===== src/rtl/ir_calc_core_if.sv =====
// ir_calc_core_if
//  Key/result bus between the IR key decoder, the calculator core and the
//  7-segment display path.
//  Signals:
//   key_valid  one-cycle strobe, key_code is valid
//   key_code   decoded key; 8'h00..8'h09 are digits 0..9
//   opa, opb   operands A and B (binary, OPW bits)
//   res_bcd    |result| in BCD, least-significant digit in [3:0]
//   res_neg    result sign (1 = negative)
//   res_valid  one-cycle pulse when res_bcd/res_neg are updated
//   busy       high while the core is calculating or converting
//  Modports: master = key source / result consumer, slave = calculator core.
interface ir_calc_core_if #(
    parameter int DIGITS = 2,
    parameter int OPW    = 7
);
    logic                      key_valid;
    logic [7:0]                key_code;
    logic [OPW-1:0]            opa;
    logic [OPW-1:0]            opb;
    logic [4*(DIGITS+1)-1:0]   res_bcd;
    logic                      res_neg;
    logic                      res_valid;
    logic                      busy;

    modport master (
        output key_valid, key_code,
        input  opa, opb, res_bcd, res_neg, res_valid, busy
    );

    modport slave (
        input  key_valid, key_code,
        output opa, opb, res_bcd, res_neg, res_valid, busy
    );
endinterface


===== src/rtl/ir_calc_core.sv =====
// ir_calc_core
//  IR-keypad calculator core. Builds two decimal operands from key codes,
//  computes A+B or A-B on '=', and converts the signed result to BCD with a
//  sequential double-dabble engine (one result bit per cycle).
//  Ports:
//   CLOCK_50  system clock, rising edge
//   RST_N     asynchronous active-low reset
//   bus       ir_calc_core_if.slave: key strobe/code in, operands, BCD result,
//             sign, result-valid pulse and busy out
module ir_calc_core #(
    parameter int         DIGITS  = 2,
    parameter int         OPW     = 7,
    parameter logic [7:0] KEY_ADD = 8'h1A,
    parameter logic [7:0] KEY_SUB = 8'h1E,
    parameter logic [7:0] KEY_EQ  = 8'h12,
    parameter logic [7:0] KEY_CLR = 8'h0F
) (
    input  logic          CLOCK_50,
    input  logic          RST_N,
    ir_calc_core_if.slave bus
);
    localparam int RW   = OPW + 1;              // result width (sum carry)
    localparam int BW   = 4 * (DIGITS + 1);     // BCD result width
    localparam int CW   = $clog2(DIGITS + 1);   // digit counter width
    localparam int BCW  = $clog2(RW + 1);       // conversion bit counter width
    localparam int MAXV = 10 ** DIGITS - 1;     // largest enterable operand

    typedef enum logic [2:0] {
        ST_ENT_A,
        ST_ENT_B,
        ST_CALC,
        ST_CONV,
        ST_SHOW
    } state_t;

    state_t          state_q;
    logic [OPW-1:0]  opa_q, opb_q;
    logic [CW-1:0]   cnt_q;
    logic            sub_q;
    logic [RW-1:0]   r_q;        // last computed magnitude, kept for chaining
    logic            calc_neg_q; // sign of r_q, published when conversion ends
    logic [RW-1:0]   sr_q;       // magnitude bits still to be shifted in
    logic [BW-1:0]   dd_acc_q;   // double-dabble BCD accumulator
    logic [BCW-1:0]  bit_q;
    logic [BW-1:0]   res_bcd_q;
    logic            res_neg_q;
    logic            res_valid_q;
    logic            busy_q;

    // Key decode
    logic            is_digit, is_add, is_sub, is_eq, is_clr, is_op;
    logic [3:0]      digit;
    logic            cnt_full;
    logic [OPW-1:0]  opa_dig_d, opb_dig_d;

    always_comb begin
        is_digit  = bus.key_valid && (bus.key_code <= 8'h09);
        is_add    = bus.key_valid && (bus.key_code == KEY_ADD);
        is_sub    = bus.key_valid && (bus.key_code == KEY_SUB);
        is_eq     = bus.key_valid && (bus.key_code == KEY_EQ);
        is_clr    = bus.key_valid && (bus.key_code == KEY_CLR);
        is_op     = is_add || is_sub;
        digit     = bus.key_code[3:0];
        cnt_full  = (cnt_q == CW'(DIGITS));
        // Count limit guarantees these never overflow OPW bits.
        opa_dig_d = opa_q * OPW'(10) + OPW'(digit);
        opb_dig_d = opb_q * OPW'(10) + OPW'(digit);
    end

    // Arithmetic: magnitude and sign of the result
    logic [RW-1:0]   calc_r_d;
    logic            calc_neg_d;

    always_comb begin
        calc_neg_d = 1'b0;
        if (!sub_q) begin
            calc_r_d = RW'(opa_q) + RW'(opb_q);
        end else if (opa_q >= opb_q) begin
            calc_r_d = RW'(opa_q) - RW'(opb_q);
        end else begin
            calc_r_d   = RW'(opb_q) - RW'(opa_q);
            calc_neg_d = 1'b1;
        end
    end

    // Double-dabble step: add 3 to every BCD nibble >= 5, then shift in the
    // next magnitude bit (MSB first).
    logic [BW-1:0]   dd_adj;
    logic [BW-1:0]   dd_shift_d;

    generate
        for (genvar gi = 0; gi < DIGITS + 1; gi++) begin : g_dd
            assign dd_adj[4*gi +: 4] = (dd_acc_q[4*gi +: 4] >= 4'd5)
                                     ? dd_acc_q[4*gi +: 4] + 4'd3
                                     : dd_acc_q[4*gi +: 4];
        end
    endgenerate

    assign dd_shift_d = {dd_adj[BW-2:0], sr_q[RW-1]};

    always_ff @(posedge CLOCK_50 or negedge RST_N) begin
        if (!RST_N) begin
            state_q     <= ST_ENT_A;
            opa_q       <= '0;
            opb_q       <= '0;
            cnt_q       <= '0;
            sub_q       <= 1'b0;
            r_q         <= '0;
            calc_neg_q  <= 1'b0;
            sr_q        <= '0;
            dd_acc_q    <= '0;
            bit_q       <= '0;
            res_bcd_q   <= '0;
            res_neg_q   <= 1'b0;
            res_valid_q <= 1'b0;
            busy_q      <= 1'b0;
        end else begin
            res_valid_q <= 1'b0;
            if (is_clr) begin
                // Clear wins in every state, including an in-flight conversion.
                state_q   <= ST_ENT_A;
                opa_q     <= '0;
                opb_q     <= '0;
                cnt_q     <= '0;
                sub_q     <= 1'b0;
                res_bcd_q <= '0;
                res_neg_q <= 1'b0;
                busy_q    <= 1'b0;
            end else begin
                case (state_q)
                    ST_ENT_A: begin
                        if (is_digit && !cnt_full) begin
                            opa_q <= opa_dig_d;
                            cnt_q <= cnt_q + 1'b1;
                        end else if (is_op) begin
                            sub_q   <= is_sub;
                            cnt_q   <= '0;
                            state_q <= ST_ENT_B;
                        end
                    end
                    ST_ENT_B: begin
                        if (is_digit && !cnt_full) begin
                            opb_q <= opb_dig_d;
                            cnt_q <= cnt_q + 1'b1;
                        end else if (is_op) begin
                            sub_q <= is_sub;
                        end else if (is_eq) begin
                            busy_q  <= 1'b1;
                            state_q <= ST_CALC;
                        end
                    end
                    ST_CALC: begin
                        r_q        <= calc_r_d;
                        calc_neg_q <= calc_neg_d;
                        sr_q       <= calc_r_d;
                        dd_acc_q   <= '0;
                        bit_q      <= '0;
                        state_q    <= ST_CONV;
                    end
                    ST_CONV: begin
                        dd_acc_q <= dd_shift_d;
                        sr_q     <= {sr_q[RW-2:0], 1'b0};
                        if (bit_q == BCW'(OPW)) begin
                            // Last bit: publish magnitude and sign together.
                            res_bcd_q   <= dd_shift_d;
                            res_neg_q   <= calc_neg_q;
                            res_valid_q <= 1'b1;
                            busy_q      <= 1'b0;
                            state_q     <= ST_SHOW;
                        end else begin
                            bit_q <= bit_q + 1'b1;
                        end
                    end
                    ST_SHOW: begin
                        if (is_digit) begin
                            opa_q   <= OPW'(digit);
                            opb_q   <= '0;
                            cnt_q   <= CW'(1);
                            state_q <= ST_ENT_A;
                        end else if (is_op && !res_neg_q && (r_q <= RW'(MAXV))) begin
                            // Chain: a non-negative result that fits an operand
                            // becomes A of the next calculation.
                            opa_q   <= r_q[OPW-1:0];
                            opb_q   <= '0;
                            sub_q   <= is_sub;
                            cnt_q   <= '0;
                            state_q <= ST_ENT_B;
                        end
                    end
                    default: state_q <= ST_ENT_A;
                endcase
            end
        end
    end

    assign bus.opa       = opa_q;
    assign bus.opb       = opb_q;
    assign bus.res_bcd   = res_bcd_q;
    assign bus.res_neg   = res_neg_q;
    assign bus.res_valid = res_valid_q;
    assign bus.busy      = busy_q;
endmodule


===== src/flat_wrapper.sv =====
// flat-port wrapper written by rule: the top's interface ports become plain ports
module ir_calc_core_flat 
#(
    parameter int         DIGITS  = 2,
    parameter int         OPW     = 7,
    parameter logic [7:0] KEY_ADD = 8'h1A,
    parameter logic [7:0] KEY_SUB = 8'h1E,
    parameter logic [7:0] KEY_EQ  = 8'h12,
    parameter logic [7:0] KEY_CLR = 8'h0F
)
  (CLOCK_50, RST_N, bus_key_valid, bus_key_code, bus_opa, bus_opb, bus_res_bcd, bus_res_neg, bus_res_valid, bus_busy);
  ir_calc_core_if #(.DIGITS(DIGITS), .OPW(OPW)) bus_i ();
  input  logic CLOCK_50;
  input  logic RST_N;
  input wire logic [$bits(bus_i.key_valid)-1:0] bus_key_valid;
  input wire logic [$bits(bus_i.key_code)-1:0] bus_key_code;
  output wire logic [$bits(bus_i.opa)-1:0] bus_opa;
  output wire logic [$bits(bus_i.opb)-1:0] bus_opb;
  output wire logic [$bits(bus_i.res_bcd)-1:0] bus_res_bcd;
  output wire logic [$bits(bus_i.res_neg)-1:0] bus_res_neg;
  output wire logic [$bits(bus_i.res_valid)-1:0] bus_res_valid;
  output wire logic [$bits(bus_i.busy)-1:0] bus_busy;
  assign bus_i.key_valid = bus_key_valid;
  assign bus_i.key_code = bus_key_code;
  assign bus_opa = bus_i.opa;
  assign bus_opb = bus_i.opb;
  assign bus_res_bcd = bus_i.res_bcd;
  assign bus_res_neg = bus_i.res_neg;
  assign bus_res_valid = bus_i.res_valid;
  assign bus_busy = bus_i.busy;
  ir_calc_core #(.DIGITS(DIGITS), .OPW(OPW), .KEY_ADD(KEY_ADD), .KEY_SUB(KEY_SUB), .KEY_EQ(KEY_EQ), .KEY_CLR(KEY_CLR)) u_core (.CLOCK_50(CLOCK_50), .RST_N(RST_N), .bus(bus_i));
endmodule

===== config.mk =====
export PLATFORM = sky130hd
export DESIGN_NAME = ir_calc_core_flat
export DESIGN_NICKNAME = d
export VERILOG_FILES = /design/src/rtl/ir_calc_core_if.sv /design/src/rtl/ir_calc_core.sv /design/src/flat_wrapper.sv
export SDC_FILE = /design/constraint.sdc
export NUM_CORES = 1
export LEC_CHECK = 0
export CORE_MARGIN = 8
export CORE_UTILIZATION = 25
export CTS_CLUSTER_DIAMETER = 80
export CTS_CLUSTER_SIZE = 40
export DETAILED_ROUTE_END_ITERATION = 7
export PLACE_DENSITY = 0.43
export SYNTH_ARGS = -nofsm -noshare
export SYNTH_HDL_FRONTEND = slang
export SYNTH_SLANG_ARGS = --single-unit

===== constraint.sdc =====
create_clock -name CLOCK_50 -period 4.26 [get_ports CLOCK_50]
set_input_delay 0.639 -clock CLOCK_50 [delete_from_list [all_inputs] [get_ports CLOCK_50]]
set_output_delay 0.639 -clock CLOCK_50 [all_outputs]
set_load 0.01 [all_outputs]

* Word-level counts from Yosys, hierarchy flattened
Cells that the tools add are included.
** Word-level totals
- Word-level logic and storage cells :: 148
- Bits of input ports :: 11
- Flip-flop bits (word level) :: 68
** Cells by class
- Mux-type cells :: 59
- Order comparisons :: 6
- Bitwise gates (word level) :: 1
- Add/subtract/negate cells :: 10
- Equal/unequal tests :: 25
- Reduce and logical (&&, ||, !) cells :: 31
- Multiply operators :: 2
** Operators with widths (count)
- $mux W7 :: 8
- $mux W12 :: 3
- $mux W3 :: 10
- $pmux W7 S2 :: 2
- $eq A8 B5 Y1 const B :: 3
- $pmux W12 S2 :: 1
- $ne A3 B1 Y1 const B :: 7
- $mux W1 :: 18
- $mux W8 :: 2
- $pmux W8 S2 :: 1
- $sub A7 B7 Y8 :: 2
- $pmux W3 S5 :: 1
- $add A7 B4 Y7 :: 2
- $mul A7 B3 Y6 const B :: 2
- $ge A4 B3 Y1 const B :: 3
- $mux W2 :: 6
- $mux W4 :: 3
- $ne A3 B2 Y1 const B :: 4
- $reduce_bool A3 Y1 :: 4
- $reduce_and A5 Y1 :: 2
- $reduce_and A3 Y1 :: 3
- $add A4 B2 Y4 const B :: 2
- $add A7 B7 Y8 :: 1
- $eq A8 B4 Y1 const B :: 1
- other kinds (28) :: 43

* Depth between registers and ports, before layout
- Word-level depth :: 9
- Depth in mapped cells :: 10
- Gate-level depth less buffers :: 10

* Worst setup path before layout
No wires, ideal clock.
- Kind :: flip-flop to flip-flop
- From :: reg u_core.opb_q[1] (netlist: u_core.bus.opb[1])
- To :: reg u_core.sr_q[5]
- Slack :: 1.815 ns
- Library setup time :: 0.095 ns
- Arrival time :: 2.349 ns
- Data required time :: 4.165 ns
- Stages on the path, launching flop included :: 10
- Path buffers :: 0
- Cell sequence :: dfrtp_1 inv_1 ha_1 nand4_1 nand4_1 a21oi_1 o311a_1 o21ai_0 nor4b_1 o31ai_1
** Between the ends
- Cells in the longest elaborated chain, start to end :: 4
- Elaborated cells between the ends (all ways) :: 7
- Those cells by class :: add/sub (3); order compare (1); mux (3)
** RTL lines
- start: declaration :: line ir_calc_core.sv:37 : logic [OPW-1:0] opa_q, opb_q;
- start signal: assignment :: line ir_calc_core.sv:143 : opb_q <= opb_dig_d;
- $sub A7 B7 Y8, or another cell as far along :: line ir_calc_core.sv:81 : calc_r_d = RW'(opb_q) - RW'(opa_q);
- $mux W8 :: line ir_calc_core.sv:78 : end else if (opa_q >= opb_q) begin
- $mux W8 (*) :: line ir_calc_core.sv:76 : if (!sub_q) begin
- $pmux W8 S2 (*) :: line ir_calc_core.sv:130 : case (state_q)
- end signal: assignment :: line ir_calc_core.sv:155 : sr_q <= calc_r_d;
- end signal: assignment :: line ir_calc_core.sv:162 : sr_q <= {sr_q[RW-2:0], 1'b0};
- end: declaration :: line ir_calc_core.sv:42 : logic [RW-1:0] sr_q;
Every way passes the cells marked *; elsewhere a longest branch is shown, timed or not.
A chain may end at the register's enable or synchronous reset.

* Worst setup path after layout
- From :: reg u_core.opb_q[5] (netlist: u_core.bus.opb[5])
- To :: reg u_core.sr_q[5]
Same word-level chain as after synthesis.

==> results.tsv <==
metric	value	unit
htree_num_levels	3	
pwr-share-seq	0.315	
synth-seq-area-share	0.360	
r2r_start	u_core.bus.opb[5]	
setup-tns-final	0	ns
p_sw	1440	uW
syn_inst	528	
hold_path_class	in -> async	
power.share.clock	0.217	
gp_congestion	0.802	
setup_viol	0	
critPathBufInv	1	
synth_cell_types	61	
cp-start-kind	flop	
period_needed	3.17	ns
final.fill_count	1966	
async_flop_share	1.00	
worst-slew-pin-transition	1.04	ns
port-buffer-count	39	
utilization	0.305	
status	finished clean	
grt_use_total	0.115	
path_class	reg -> reg	
wl_per_cell	16.2	um
ff2ff_setup_slack	1.09	ns
final_common_cell	dfrtp_1	
dr.pass1.iters	4	
r2r_end	u_core.sr_q[5]	
clock-sinks	68	
grt_max_degree	46	
cts_tree	done	
wl	13.1	mm
fin_skew	0.00413	ns
ant_nets	0	
critPathCaptureType	flop	
intPower	2070	uW
synth_edf_count	0	
swShare	0.410	
synth_flop_cell	dfrtp_1	
p_leak	0.00247	uW
fin_crit_sh	0.744	
crit_required	4.47	ns
yosys_warnings	0	
avgSynthCellArea	8.96	um2
antenna_found_initial	0	
via_per_inst	4.91	
synth_area_leaders	dfrtp_1, ha_1, nand2_1	
final_nets	627	
power_frac_comb	0.467	
grt_overflow	0	
drt_iter0_markers	186	
cp_max_fo	12	
io_pins	40	
cap_violations	0	
finalHoldViolCount	0	
cp_common_cell	a21oi_1	
syn_area	0.00473	mm2
clock.fmax	315	MHz
drv_slew	0	
diodes	0	
clockRootBuffer	clkbuf_16	
dieArea	0.0236	mm2
crit_chain	inv_1, ha_1, a21oi_1, a21boi_0, a21oi_1, o311a_1, nor3_1, nor4b_1, o31ai_1	
cts_setup_buffers	0	
reg2reg_depth	9	
grt_first_pass_wirelength	21.8	mm
clkTransAtPathRegs	0.06	ns
final_layout_size_suffix_gt1_frac	0.0630	
core_area	0.0186	mm2
rows	50	
syn_to_final_growth	20.0	%
grt_pass1_vias	4010	
holdBufCountCts	0	
cts_resized	0	
powerDensity	618	mW/mm2
max_slew_margin	0.301	
synth_seq_cells	68	
fp.dieW	154	um
cp_slowest_cell	a21oi_1	
route.detailed.drc	0	
peakVddDrop	197	uV
rsz0062_at_grt	no	
synth_top_area_frac	0.360	
critical_path.max_stage_delay	0.55	ns
hold_ws	0.294	ns
layout_common_cells	dfrtp_1, nand2_1, ha_1	
synth_top_area_cell	dfrtp_1	
vias	3950	
synth_fp_nets	589	
initial_core_util	0.254	
path_delay_family	compound AO/OA/AOI/OAI gates	
cp.arrival	3.38	ns
cts_buffers	9	
cts.path.max_buffers	2	
die_h	154	um
dp_hpwl	9.90	mm
clkLatencyLatePin	0.34	ns
==> synthesized netlist by cell type, drive strengths merged, types with 2 or more instances <==
cell type  number
inv            39
o22ai           3
a32o            4
a21oi          33
a22oi           4
a211oi          6
or2             2
nand3b          3
buf             8
nand4           6
xor2            4
nand2          64
o211ai          2
dfrtp          68
xnor2          19
mux2i           6
or3             3
o21ai          44
and3            4
ha             43
nor3b           6
a2111oi         2
a22o            6
nor2           35
a31oi           7
nor2b           6
o311ai          4
and2            4
clkbuf         12
o31ai          15
nand2b          6
o32ai           2
nand3           6
fa              7
mux2            4
nor4b           2
a21o            8
nor3           16
==> metal layers <==
layer	vias up	GRT usage	wire length, um	share of wire
met4	0	0.0294	101	0.0077
met3	6	0.0362	543	0.042
met1	1909	0.147	6430	0.49
li1	1956	-	-	-
met5	-	0	0	0
met2	79	0.185	6010	0.46
==> power by group through the flow <==
stage          registers (uW)  clock network, uW  logic, uW
4_1_cts                  1110                792       1650
5_1_grt                  1140                825       1860
2_1_floorplan            1070                  0       1100
6_report                 1110                764       1640
3_5_place_dp             1120                  0       1640
3_3_place_gp             1120                  0       1630
==> registers in the layout, summed over array words and instances, names as in the netlist <==
signal                flops
u_core.bus.res_neg        1
u_core.bus.opa            7
u_core.bus.busy           1
u_core.bus.res_bcd       12
u_core.r_q                8
u_core.sub_q              1
u_core.dd_acc_q          12
u_core.sr_q               8
u_core.bit_q              4
u_core.calc_neg_q         1
u_core.cnt_q              2
u_core.state_q            3
u_core.bus.res_valid      1
u_core.bus.opb            7
==> metrics by stage <==
stage | instance area (um2) | std cells | power (uW) | setup WS [ns]
2_1_floorplan | 4730 | 528 | 2170 | 1.82
3_3_place_gp | 5370 | 789 | 2740 | 1.13
3_5_place_dp | 5370 | 789 | 2770 | 1.01
4_1_cts | 5680 | 805 | 3560 | 1.15
5_1_grt | 5680 | 805 | 3820 | 0.871
6_report | 5680 | 805 | 3510 | 1.09
==> logic make-up after synthesis <==
kind of cell,count (synthesis),share of synthesized area
AOI/OAI and AO/OA,152,0.209
xor gates and xnor gates,23,0.0426
adders and majority gates,50,0.143
buffers and inverters,60,0.0523
DFF,68,0.360
muxes,10,0.0222
and+or+nand+nor,165,0.171
==> worst max path at each step <==
stage                 startpoint                 to  cells after the start
2_1_floorplan  u_core.bus.opb[1]     u_core.sr_q[5]                      9
3_3_place_gp     bus_key_code[5]  u_core.bus.opa[2]                      6
3_5_place_dp     bus_key_code[2]  u_core.bus.opa[3]                      6
4_1_cts        u_core.bus.opb[5]     u_core.sr_q[5]                      9
5_1_grt        u_core.bus.opb[5]     u_core.sr_q[5]                      9
6_report       u_core.bus.opb[5]     u_core.sr_q[5]                      9
==> layout make-up <==
class                      instances  area [um2]  area share
sequential                        68        1700       0.300
timing repair buffer              47         445      0.0784
inverter                          40         150      0.0264
tap                              234         293      0.0516
clock inverter                     4        47.5     0.00837
multi-input combinational        400        2780       0.490
clock buffer                      12         256      0.0452
No activity file was read; power rests on OpenSTA's default activity.
